`config.mk`:
```
export PLATFORM = sky130hd
export DESIGN_NAME = bram_stream_reader
export DESIGN_NICKNAME = d
export VERILOG_FILES = /design/src/rtl/conv_pkg.sv /design/src/rtl/rd_fifo2.sv /design/src/rtl/bram_stream_reader.sv
export SDC_FILE = /design/constraint.sdc
export NUM_CORES = 1
export LEC_CHECK = 0
export BUFFER_PORTS_ARGS = -buffer_cell sky130_fd_sc_hd__buf_4
export CORE_ASPECT_RATIO = 1.4
export CORE_MARGIN = 2
export CORE_UTILIZATION = 36
export CTS_BUF_LIST = sky130_fd_sc_hd__clkbuf_8
export DETAILED_ROUTE_END_ITERATION = 8
export PLACE_DENSITY = 0.67
export SLEW_MARGIN = 20
export SYNTH_ARGS = -nofsm -noshare
export SYNTH_HDL_FRONTEND = slang
export SYNTH_SLANG_ARGS = --single-unit
```
`constraint.sdc`:
```
create_clock -name clk -period 2.75 [get_ports clk]
set_input_delay 0.55 -clock clk [delete_from_list [all_inputs] [get_ports clk]]
set_output_delay 0.55 -clock clk [all_outputs]
set_load 0.01 [all_outputs]
```
`src/rtl/conv_pkg.sv`:
```
// Shared definitions for the frame reader and the convolution core.
// No logic. Holds state encodings, default frame size, the byte-address shift and the FIFO entry layout.
// No flow control of its own.
package conv_pkg;

  // Frame-reader sequencing states
  typedef enum logic [1:0] {
    ST_IDLE   = 2'd0,
    ST_STREAM = 2'd1,
    ST_DRAIN  = 2'd2,
    ST_DONE   = 2'd3
  } state_t;

  localparam int DEF_IMG_WIDTH  = 32;
  localparam int DEF_IMG_HEIGHT = 32;

  // BRAM is word-organised (32-bit), so a pixel index becomes a byte address via <<2
  localparam int ADDR_SHIFT = 2;

  localparam int PIX_W = 8;

  // One 10-bit FIFO entry: {tuser, tlast, pixel}
  typedef struct packed {
    logic             tuser;
    logic             tlast;
    logic [PIX_W-1:0] pixel;
  } pix_ent_t;

  // Binarise a pixel against a threshold: full-scale white or black
  function automatic logic [PIX_W-1:0] binarize(input logic [PIX_W-1:0] pix, input int thresh);
    return (int'({24'd0, pix}) >= thresh) ? {PIX_W{1'b1}} : {PIX_W{1'b0}};
  endfunction

endpackage

```
`src/rtl/rd_fifo2.sv`:
```
// Two-entry synchronous FIFO for captured pixels plus frame markers.
// Latency: data written at edge k is the head from edge k onward (no bypass); count updates at the same edge.
// Backpressure: push ignored when full and pop ignored when empty; the reader never issues either.
//
// Ports: clk, rst_n (async, active-low), push/push_data, pop, head (current entry), count (0..2).
module rd_fifo2
  import conv_pkg::*;
(
  input  logic       clk,
  input  logic       rst_n,
  input  logic       push,
  input  pix_ent_t   push_data,
  input  logic       pop,
  output pix_ent_t   head,
  output logic [1:0] count
);

  pix_ent_t   mem [2];
  logic       wr_ptr;
  logic       rd_ptr;
  logic       do_push;
  logic       do_pop;

  assign do_push = push && (count != 2'd2);
  assign do_pop  = pop  && (count != 2'd0);
  assign head    = mem[rd_ptr];

  always_ff @(posedge clk or negedge rst_n) begin
    if (!rst_n) begin
      mem[0] <= '0;
      mem[1] <= '0;
      wr_ptr <= 1'b0;
      rd_ptr <= 1'b0;
      count  <= 2'd0;
    end else begin
      if (do_push) begin
        mem[wr_ptr] <= push_data;
        wr_ptr      <= ~wr_ptr;
      end
      if (do_pop) begin
        rd_ptr <= ~rd_ptr;
      end
      count <= count + {1'b0, do_push} - {1'b0, do_pop};
    end
  end

endmodule

```
`src/rtl/bram_stream_reader.sv`:
```
// Streams one IMG_WIDTH x IMG_HEIGHT frame from a result BRAM onto an AXI-Stream-style pixel output.
// Latency: start sampled at E0 -> first read in the next cycle -> m_tvalid after E2; one pixel/cycle thereafter.
// Backpressure: reads are issued only while FIFO occupancy plus the in-flight read leaves room; m_tready stalls hold outputs.
//
// Ports: clk, rst_n (async, active-low); start (level), done, busy;
//        bram_addr/bram_en/bram_dout (1-cycle read latency, pixel in bits [7:0]);
//        m_tdata/m_tvalid/m_tready/m_tlast/m_tuser (tuser = first pixel, tlast = last pixel).
// Build option: define BIN_THRESH_EN to binarise pixels against THRESH at FIFO capture.
module bram_stream_reader
  import conv_pkg::*;
#(
  parameter int IMG_WIDTH  = DEF_IMG_WIDTH,
  parameter int IMG_HEIGHT = DEF_IMG_HEIGHT,
  parameter int THRESH     = 128
) (
  input  logic             clk,
  input  logic             rst_n,
  input  logic             start,
  output logic             done,
  output logic             busy,
  output logic [31:0]      bram_addr,
  output logic             bram_en,
  input  logic [31:0]      bram_dout,
  output logic [PIX_W-1:0] m_tdata,
  output logic             m_tvalid,
  input  logic             m_tready,
  output logic             m_tlast,
  output logic             m_tuser
);

  localparam int N     = IMG_WIDTH * IMG_HEIGHT;
  localparam int IDX_W = (N > 1) ? $clog2(N) : 1;
  localparam logic [IDX_W-1:0] LAST_IDX = IDX_W'(N - 1);

  state_t           state;
  state_t           state_nxt;
  logic [IDX_W-1:0] rd_idx;
  logic             inflight;
  logic             inflight_user;
  logic             inflight_last;
  logic [1:0]       fifo_cnt;
  logic [1:0]       occupancy;
  logic             pop;
  logic             rd_issue;
  logic             last_rd;
  logic [PIX_W-1:0] cap_pix;
  pix_ent_t         cap_ent;
  pix_ent_t         head;

  // Upper BRAM bits carry no pixel data; THRESH is only consumed in the binarising build
  logic unused_bits;
  assign unused_bits = ^{bram_dout[31:PIX_W], 32'(THRESH)};

  assign m_tvalid  = (fifo_cnt != 2'd0);
  assign pop       = m_tvalid && m_tready;
  assign occupancy = fifo_cnt + {1'b0, inflight};
  assign last_rd   = (rd_idx == LAST_IDX);

  // A slot is free if occupancy < 2, or if a pop this cycle frees one before the new data lands
  assign rd_issue  = (state == ST_STREAM) &&
                     ((occupancy < 2'd2) || ((occupancy == 2'd2) && pop));

  assign bram_en   = rd_issue;
  assign bram_addr = rd_issue ? (32'(rd_idx) << ADDR_SHIFT) : 32'd0;

`ifdef BIN_THRESH_EN
  assign cap_pix = binarize(bram_dout[PIX_W-1:0], THRESH);
`else
  assign cap_pix = bram_dout[PIX_W-1:0];
`endif

  assign cap_ent = '{tuser: inflight_user, tlast: inflight_last, pixel: cap_pix};

  rd_fifo2 u_fifo (
    .clk       (clk),
    .rst_n     (rst_n),
    .push      (inflight),
    .push_data (cap_ent),
    .pop       (pop),
    .head      (head),
    .count     (fifo_cnt)
  );

  // Head markers are gated so nothing marks an empty FIFO
  assign m_tdata = head.pixel;
  assign m_tuser = m_tvalid && head.tuser;
  assign m_tlast = m_tvalid && head.tlast;

  always_ff @(posedge clk or negedge rst_n) begin
    if (!rst_n) begin
      state <= ST_IDLE;
    end else begin
      state <= state_nxt;
    end
  end

  always_comb begin
    state_nxt = state;
    done      = 1'b0;
    busy      = 1'b0;
    case (state)
      ST_IDLE: begin
        if (start) state_nxt = ST_STREAM;
      end
      ST_STREAM: begin
        busy = 1'b1;
        if (rd_issue && last_rd) state_nxt = ST_DRAIN;
      end
      ST_DRAIN: begin
        busy = 1'b1;
        if (pop && head.tlast) state_nxt = ST_DONE;
      end
      ST_DONE: begin
        done = 1'b1;
        if (!start) state_nxt = ST_IDLE;
      end
      default: state_nxt = ST_IDLE;
    endcase
  end

  // Read index and the one-deep in-flight tracker; markers ride alongside the read so
  // they line up with the data when it lands one cycle later
  always_ff @(posedge clk or negedge rst_n) begin
    if (!rst_n) begin
      rd_idx        <= '0;
      inflight      <= 1'b0;
      inflight_user <= 1'b0;
      inflight_last <= 1'b0;
    end else begin
      if (state == ST_IDLE) begin
        rd_idx <= '0;
      end else if (rd_issue) begin
        rd_idx <= rd_idx + 1'b1;
      end
      inflight      <= rd_issue;
      inflight_user <= rd_issue && (rd_idx == '0);
      inflight_last <= rd_issue && last_rd;
    end
  end

endmodule

```
==> out/qor.yml <==
worst_setup_path:
  setup.worst_path.class: "flop to output port"
  cp.required_ns: 2.20
  path_delay_family: "flip-flops"
  rr_startpoint: "u_fifo.count[0]"
  worst-r2r-cell-count: 7
  crit_chain: "ha_1 -> nand2b_1 -> a221oi_4 -> buf_12 -> and2_1 -> buf_4"
  worstPathMaxFanout: 18
  cp_slowest_cell: "dfrtp_1"
  slowest_delay_ns: 0.43
  worstReg2RegEnd: "state[1]"
  cp-end-kind: "output port"
  critPathLaunchType: "flop"
  crit_buf_inv: 2
  r2r_slack_ns: 0.59
  arrival_ns: 1.92
run_status:
  status: "completed"
die:
  coreArea_um2: 5781
  initial_utilization_pct: 36.60
  die-area_um2: 6515
  rows: 33
  ioPinCount: 82
  die_x_um: 68.79
  die_h_um: 94.71
synth:
  synth_ff_type: "dfrtp_1"
  synth_area_um2: 2116
  ys_types: 27
  ys_ff_latch: 39
  avgSynthCellArea_um2: 11.44
  ys_async_sr_fraction_pct: 100.0
  ys_warn_count: 0
  ys_seq_area_share_pct: 46.13
  synth_edf_count: 0
  syn_inst: 185
power_and_ir_drop:
  p_total_mw: 3.002
  switchingPower_mw: 1.060
  comb_power_share_pct: 49.8
  vdd_ir_drop_max_mv: 0.3921
  switching_share_pct: 35.33
  seqPwrFrac_pct: 33.8
  p_leak_nw: 1.258
  internal-power_mw: 1.941
  p_per_area_nw_per_um2: 1195
  power.clock.fraction_pct: 16.4
clock_tree:
  postCtsSetupBuffers: 0
  cts-root-buf: "clkbuf_8"
  ctsHoldBuffers: 0
  clk_latency_ns: 0.29
  htreeDepth: 2
  clkSinkCount: 39
  path_clk_slew_ns: 0.07
  cts_resized: 0
  clockBufferDepth: 2
  cts_tree: "built"
  numCtsBuffers: 5
routing:
  wl_per_cell_um: 12.19
  route.detailed.drc: 0
  firstDrtPassIters: 3
  postRouteAntennaNets: 0
  finalWirelength_mm: 3.595
  drt-initial-drc-count: 57
  num_vias: 1361
  viasPerCell: 4.614
placement:
  gp_congestion: 0.8118
  hpwlAfterDp_mm: 2.616
  io_buffer_count: 35
cells_and_area:
  layout_commonest_cell: "dfrtp_1"
  seq_area_um2: 975.9
  nNetsFinal: 269
  multiInputGateArea_um2: 992.2
  layout-drive-gt1-share_pct: 35.56
  fill_cells: 562
  final_cell_mix: "dfrtp_1 (39), buf_4 (37), mux2_2 (28), conb_1 (22), nor2_1 (14)"
  diodes: 0
  syn2layout_area_growth_pct: 18.75
timing:
  hold_slack_ns: 0.2075
  skew_ns: 0.001027
  post-route-period-util_pct: 89.88
  setup_viol: 0
  fin_tns_setup_ns: 0
  finalCriticalPeriod_ns: 2.472
  finalHoldViolations: 0
  max_slew_margin_pct: 63.83
  max_freq_mhz: 404.6
  worst_pin_slew_ns: 0.5419
  slew_viol_final: 0
  rsz0062_at_grt: "no"
grt:
  grt_first_pass_wirelength_mm: 5.506
  grt_usage_pct: 11.48
  grt_pass1_vias: 1242
  globalRoute.totalOverflow: 0
  grt_max_degree: 40
  grt_antenna_before_repair: 0
hold_path:
  hold_path_class: "input pin to async pin"
job:
  cap_viol_max_count: 0
[cells in the mapped netlist (4+ instances only)]
| cell | count | share of area [%] |
|---|---|---|
| dfrtp_1 | 39 | 46 |
| mux2_2 | 28 | 15 |
| buf_4 | 22 | 7.8 |
| nor2_1 | 14 | 2.5 |
| inv_1 | 11 | 2.0 |
| and2_1 | 10 | 3.0 |
| ha_1 | 9 | 5.3 |
| xor2_1 | 9 | 3.7 |
| nand4_1 | 7 | 2.1 |
| and3_1 | 5 | 1.5 |
| xnor2_1 | 5 | 2.1 |
| clkbuf_1 | 4 | 0.71 |
| mux2i_1 | 4 | 1.9 |
[how the worst max path moves through the flow]
stage,from,cells past startpoint,to,slack (ns)
final,u_fifo.count[0],6,bram_addr[4],0.28
after global routing,u_fifo.count[0],6,bram_addr[3],0.19
after CTS,u_fifo.count[0],5,bram_addr[3],0.04
after detailed placement,u_fifo.count[0],6,state[1],0.35
after global placement,u_fifo.count[0],6,state[1],0.38
after floorplan,u_fifo.count[0],5,bram_addr[10],0.55
[worst register-to-register path, stage by stage (launching register included)]
cell	delay [ns]
dfrtp_1	0.43
ha_1	0.28
nand2b_1	0.18
a221oi_4	0.30
buf_12	0.18
and4_1	0.25
o211ai_2	0.12
mux2_4	0.32
[kinds of logic after synthesis]
kind of cell    after synthesis  share of synthesized area (%)
compound gates                6                          2.779
xor+xnor                     14                          5.796
fa+ha+maj                     9                          5.322
buf+inv                      38                          10.70
flops                        39                          46.13
mux                          33                          17.50
other cells                   1                         0.1772
simple gates                 45                          11.59
[state kept, by name (all words and copies together), names as in the netlist]
name,cells
u_fifo.wr_ptr,1
u_fifo.count,2
inflight,1
rd_idx,10
inflight_user,1
state,2
inflight_last,1
u_fifo.mem,20
u_fifo.rd_ptr,1
[per-stage QoR]
step	setup WS, ns	cell area (um2)	utilization, %	cells
2_1_floorplan	0.5531	2195	-	206
3_3_place_gp	0.3800	2375	41.08	286
3_5_place_dp	0.3534	2375	41.08	286
4_1_cts	0.03699	2492	43.12	294
5_1_grt	0.1901	2512	43.46	295
6_report	0.2782	2512	43.46	295
[routing by layer]
metal  GRT usage, %  up-vias  wire [um]
met4          6.046        0         76
met5              0        -          0
li1               -      650          -
met2          20.03       40       1857
met3          3.218        6        262
met1          12.14      665       1399
[cell type report]
type | count | area share (%)
multi-input cells | 129 | 39.49
flip-flops and latches | 39 | 38.84
repair buffers | 38 | 11.85
well taps | 70 | 3.486
clock buffers | 6 | 3.287
inverters | 11 | 1.643
clock inverters | 2 | 1.394
[power groups by stage]
stage	registers, mW	logic [mW]	clock network, mW
final	1.01	1.50	0.492
after CTS	1.02	1.45	0.502
after floorplan	0.935	1.03	0
after global routing	1.05	1.65	0.531
after detailed placement	1.03	1.44	0
after global placement	1.02	1.42	0
Note: power is estimated with default switching activity, not from simulation.
